## src/rtl/pc_ir_fetch_unit.sv

```systemverilog
// pc_ir_fetch_unit: PC/IR owner with a single-word imem prefetch buffer for the multicycle controller.
// Define FETCH_BYPASS_EN to load the IR straight from imem_rdata when a waiting IRWrite meets a fresh ack.
module pc_ir_fetch_unit #(
   parameter int ADDR_W = 32,
   parameter int DATA_W = 32,
   parameter logic [ADDR_W-1:0] RESET_VEC = '0
) (
   input  logic              clk,
   input  logic              reset,
   input  logic              PCWrite,
   input  logic              PCWriteCond,
   input  logic [1:0]        PCSource,
   input  logic              IRWrite,
   input  logic              zero,
   input  logic [ADDR_W-1:0] alu_result,
   input  logic [ADDR_W-1:0] alu_out,
   output logic              imem_req,
   output logic [ADDR_W-1:0] imem_addr,
   input  logic              imem_ack,
   input  logic [DATA_W-1:0] imem_rdata,
   output logic [ADDR_W-1:0] pc,
   output logic [DATA_W-1:0] ir,
   output logic [5:0]        opcode,
   output logic              fetch_stall
);
   typedef enum logic [2:0] {START, REQ, STALE, RETRY, VALID} state_t;
   state_t state, state_nxt;
   logic [ADDR_W-1:0] addr_q, pc_nxt;
   logic [DATA_W-1:0] fetch_buf;
   logic ir_pending, pc_we, buf_valid, want, byp, consume, load_ir;
   assign pc_we     = PCWrite | (PCWriteCond & zero);
   assign buf_valid = state == VALID;
   assign want      = IRWrite | ir_pending;
   assign consume   = want & buf_valid;
`ifdef FETCH_BYPASS_EN
   assign byp = want & (state == REQ) & imem_ack & ~pc_we;
`else
   assign byp = 1'b0;
`endif
   assign load_ir     = consume | byp;
   assign fetch_stall = (ir_pending | (IRWrite & ~buf_valid)) & ~byp;
   assign opcode      = ir[DATA_W-1:DATA_W-6];
   assign pc_nxt = PCSource == 2'b00 ? alu_result :
                   PCSource == 2'b01 ? alu_out :
                   PCSource == 2'b10 ? {pc[ADDR_W-1:26], ir[25:0]} : RESET_VEC;
   always_ff @(posedge clk or negedge reset) begin
      if (!reset) begin
         state      <= START;
         pc         <= RESET_VEC;
         ir         <= '0;
         fetch_buf  <= '0;
         addr_q     <= RESET_VEC;
         ir_pending <= 1'b0;
      end else begin
         state      <= state_nxt;
         ir_pending <= want & ~load_ir & ~pc_we;
         if (pc_we) pc <= pc_nxt;
         if (state == REQ) addr_q <= pc;
         if (state == REQ && imem_ack && !pc_we) fetch_buf <= imem_rdata;
         if (load_ir) ir <= byp ? imem_rdata : fetch_buf;
      end
   end
   // a redirect while waiting keeps the old request alive (STALE) since requests are never withdrawn
   always_comb begin
      state_nxt = state;
      case (state)
         START:   state_nxt = REQ;
         REQ:     state_nxt = imem_ack ? (pc_we ? RETRY : (byp ? REQ : VALID)) : (pc_we ? STALE : REQ);
         STALE:   state_nxt = imem_ack ? REQ : STALE;
         RETRY:   state_nxt = REQ;
         VALID:   state_nxt = (pc_we | consume) ? REQ : VALID;
         default: state_nxt = START;
      endcase
   end
   always_comb begin
      imem_req  = (state == REQ) | (state == STALE);
      imem_addr = state == STALE ? addr_q : pc;
   end
endmodule

```

## config.mk

```make
export PLATFORM = sky130hd
export DESIGN_NAME = pc_ir_fetch_unit
export DESIGN_NICKNAME = d
export VERILOG_FILES = /design/src/rtl/pc_ir_fetch_unit.sv
export SDC_FILE = /design/constraint.sdc
export NUM_CORES = 1
export LEC_CHECK = 0
export ABC_AREA = 1
export CAP_MARGIN = 10
export CORE_MARGIN = 2
export CORE_UTILIZATION = 50
export CTS_CLUSTER_DIAMETER = 40
export DETAILED_ROUTE_END_ITERATION = 8
export GPL_TIMING_DRIVEN = 0
export PLACE_DENSITY_LB_ADDON = 0.25
export SLEW_MARGIN = 10
export SYNTH_ARGS = -nofsm -noshare
export SYNTH_HDL_FRONTEND = slang
export SYNTH_SLANG_ARGS = --single-unit
```

## constraint.sdc

```tcl
create_clock -name clk -period 2 [get_ports clk]
set_input_delay 0.5 -clock clk [delete_from_list [all_inputs] [get_ports clk]]
set_output_delay 0.5 -clock clk [all_outputs]
set_load 0.05 [all_outputs]
```

After elaboration in Yosys (flattened, before gate mapping) --
Cells that the tools add are included.
Word-level totals: bits of input ports 105, memories 0, memory bits (writable) 0, bits in read-only memories 0, word-level logic and storage cells 44, register bits 132, latch bits 0
Operators by class: mux-type cells 10, $add $sub $neg 0, equal/unequal tests 7, shifts and indexed selects 0, bitwise gates (word level) 13, divide/modulo/power cells 0, $mul 0, $lt $le $gt $ge 0, reduce and logical (&&, ||, !) cells 7
Operators by type and width (count):
- $mux W32 | 4
- $pmux W3 S4 | 1
- $mux W3 | 3
- $eq A3 B2 Y1 const B | 2
- $and A1 B1 Y1 | 5
- $or A1 B1 Y1 | 5
- $mux W2 | 2
- $eq A3 B1 Y1 const B | 1
- $eq A3 B3 Y1 const B | 1
- $logic_not A3 Y1 | 1
- $ne A3 B3 Y1 const B | 1
- $not A1 Y1 | 3
- $eq A2 B1 Y1 const B | 1
- $eq A2 B2 Y1 const B | 1
- $logic_and A1 B1 Y1 | 2
- $logic_not A2 Y1 | 1
- $reduce_and A2 Y1 | 1
- $reduce_or A2 Y1 | 1
- $logic_not A1 Y1 | 1

Depth between registers and ports, before layout --
depth in word-level cells 5, gate-level depth with buffers 8, mapped depth without buffers 7

Worst setup path after synthesis --
Ideal clock, no wire load.
path type reg2out, start reg state[0], end out imem_addr[30], path buffers 2, data required time 1.500 ns, slack -0.452 ns, stages on the path, launching flop included 6, data arrival time 1.952 ns, cells stage by stage dfrtp_1 -> inv_2 -> nand3_2 -> buf_4 -> buf_6 -> o21ai_0
On the way: cells in the longest elaborated chain, start to end 2
Ends and longest elaborated chain:
- start, declared | line 27 | state_t state, state_nxt;
- start signal, assigned | line 55 | state <= state_nxt;
- $eq A3 B2 Y1 | line 77 | imem_addr = state == STALE ? addr_q : pc;
- $mux W32 | line 77
- end, declared | line 18 | output logic [ADDR_W-1:0] imem_addr,
No other way between the ends.

Worst setup path after layout --
start reg state[2], end out imem_addr[27]
The elaborated chain is that of the path after synthesis.

==> summary.md <==
| Metric | Value |
|---|---|
| WL/cell | 17.88 microns |
| Share of cells above drive strength 1 | 17.08% |
| Via/cell ratio | around 5.3 |
| Rel. slew slack | a little under two thirds |
| Synth Register Bits | approximately 130 |
| Final setup fails | 33 |
| CTS clk-pin slew, worst paths | 0.06 ns |
| Hold WC Path Type | input port to async pin |
| Placed insts | about 1,200 |
| Count leader, synth | nand2_1 |
| Post-synth EDFFs | 0 |
| Clock Latency Late Sink | ~0.42 ns |
| Antenna cells | 0 |
| First-pass GRT wire length | about 33,000 microns |
| # port buffers | around 210 |
| Initial Util | 51.41% |
| I/O pin count | approximately 210 |
| Longest Clk Path Bufs | 2 |
| Critical Path RT | approximately 1.5 ns |
| Initial DRC Count | between 800 and 900 |
| Post-route DRC | 0 |
| WL final | 21,630 microns |
| CP Class | flop to output pin |
| CP max FO | 10 |
| Failing checks | negative hold slack, negative setup slack |
| Cell Pwr Density | about 1600 nW/um^2 |
| Initial antenna violation count | 0 |
| FMAX | approximately 0.45 GHz |
| Vias in the first global route | about 6,300 |
| Crit path capture type | output pin |
| Top post-synthesis cells by area | dfrtp_1 (53%), nand2_1 (20%), nand3_1 (7.0%), o21ai_0 (4.4%), a21oi_1 (2.6%) |
| Post-detailed-route count of antenna-violating nets | 0 |
| Min cycle time layout | about 2.2 ns |
| Row count | 40 |
| Final hold violations | 1 |
| Hold_ws | -0.0001069 ns |
| Largest net degree at the start of global routing | 88 |
| DP Wirelength | between 10,000 and 15,000 microns |
| Setup slack after layout | -0.2110 ns |
| Total gr overflow | 0 |
| Synth Cell Area | 6201 sq um |
| Crit path DAT | between 1.5 and 2 ns |
| Htree depth | 4 |
| Die Y | approximately 120 microns |
| Syn_nets | ~900 |
| Max VDD drop | around 0.88 mV |
| Placed inst area | roughly 8500 sq um |
| Setup TNS | -5.768 ns |
| Post-Synthesis Cells | around 800 |
| Final period util | 110.6% |
| Leak | 4.908 nW |
| Clock Skew | about 0.0061 ns |
| Area Overhead vs Synth | 54.56% |
| Non-Filler Instances | 1,210 |
| Crit start category | flop |
| # fillers | between 800 and 900 |
| Average size of a mapped cell | 7.800 sq um |
| Primary FF master, synth | dfrtp_1 |
| Placer Congestion | 0.9565 |
| Post-synth top cells | nand2_1 (333), dfrtp_1 (132), nand3_1 (87) |
| Core area | about 12,000 sq um |
| RSZ-0062 raised after global routing | true |
| CTS tree | done |
| Total track usage | roughly a third |
| Sequential-to-total area share from yosys stat | between 50% and 60% |
| Area share of the largest cell type after synthesis | between 50% and 60% |
| Worst Tran Pin Value | 0.5465 ns |
| Cell variety after synth | 24 |
| DR vias | about 6,400 |
| Die ar. | between 10,000 and 15,000 sq um |
| Synth async-reset ratio | 100.0% |
| Fin area | roughly 9600 sq um |
| Root buffer cell | clkbuf_16 |
| Max-cap violations | 0 |
| Num CTS Buffers | 17 |
| Synth Warn # | 0 |
| Area leader, netlist | dfrtp_1 |
| Run status | complete, but fails checks |
| Final Max Tran Viols | 0 |
| Die X | 115.4 microns |
| Sink Count | ~130 |
| Nets@finish | 1,135 |
| Drt pass-1 iters | 5 |
[where the power goes]
group	switching, W	internal, W
logic	0.00511	0.00240
clock network	0.00117	0.00190
registers	0.000774	0.00370
[cell families (layout without fill, tap and decap cells)]
| logic type | after synthesis | count (layout) | synth area share [%] |
|---|---|---|---|
| flip-flops | 132 | 132 | 53.27 |
| adder cells (fa/ha/maj) | 1 | 1 | 0.2017 |
| AO/OA/AOI/OAI | 98 | 98 | 7.930 |
| AND/OR/NAND/NOR | 466 | 466 | 30.81 |
| buffers and inverters | 98 | 345 | 7.789 |
[worst max-delay path, cell delays in order, from the launching register on]
cell	delay (ns)
dfrtp_1	0.40
inv_2	0.09
nand3_4	0.10
buf_12	0.17
buf_8	0.15
nor2_2	0.16
a21oi_4	0.06
buf_6	0.15
[state kept, by name, indices dropped and copies added, names as in the netlist]
| name | count |
|---|---|
| addr_q | 32 |
| ir_pending | 1 |
| fetch_buf | 32 |
| pc | 32 |
| state | 3 |
| ir | 32 |
[area by class of cell]
cell class,instances,area [sq um],share of cell area (%)
flip-flops and latches,132,3304,34.48
multi-input cells,565,2788,29.09
repair buffers,216,2142,22.35
clock buffers,20,456.7,4.765
plain buffers,55,395.4,4.125
well taps,168,210.2,2.193
inverters,42,157.7,1.645
clock inverters,12,130.1,1.358
[timing repair]
item	4_1_cts	5_1_grt
buffers inserted	8	0
endpoints found under the hold margin	0	0
pin swaps	5	6
cloned	0	0
hold buffers	0	0
setup endpoints to repair	104	34
resized for setup	385	22
[layout by cell type (no fill, tap or decap), drive strengths merged, types with 2 or more instances in the layout]
cell / instances
clkbuf: 30
bufinv: 2
inv: 43
nand3: 90
dlygate4sd2: 70
nor2: 38
clkinv: 4
dfrtp: 132
nand3b: 2
a21oi: 32
buf: 89
clkdlybuf4s50: 102
clkinvlp: 5
nand2: 334
o21ai: 65
[metal layers]
| layer | vias up | GRT usage (%) | routed length [microns] |
|---|---|---|---|
| met1 | 3017 | 39.21 | 8430 |
| met5 | - | 0 | 0 |
| li1 | 2989 | - | - |
| met3 | 82 | 6.378 | 1450 |
| met4 | 0 | 15.50 | 866 |
| met2 | 324 | 54.66 | 10890 |
[metrics by stage]
step	hold slack, ns	worst slack [ns]	power [W]	util, %
6_report	-0.0001069	-0.2110	0.01505	79.46
3_3_place_gp	0.4491	-4.601	0.01094	70.39
4_1_cts	0.01420	-0.1635	0.01462	78.60
2_1_floorplan	0.2044	-0.1907	0.008649	-
3_5_place_dp	0.4529	-0.5712	0.01110	70.63
5_1_grt	0.04083	-0.2381	0.01564	79.46
[worst paths after layout]
kind,start,endpoint,slack [ns],cells after the start
worst min-delay path,reset,addr_q[26]$_DFFE_PN0P_,-0.0001,1
worst max-delay path,state[2]$_DFF_PN0_,imem_addr[27],-0.21,7
worst min register to register,fetch_buf[19]$_DFFE_PN0P_,ir[19]$_DFFE_PN0P_,0.47,2
max in group asynchronous,reset,ir[9]$_DFFE_PN0P_,1.22,2
worst max register to register,state[2]$_DFF_PN0_,addr_q[21]$_DFFE_PN0P_,0.13,8
min in group clk,fetch_buf[19]$_DFFE_PN0P_,ir[19]$_DFFE_PN0P_,0.47,2
(Power assumes the default switching activity.)
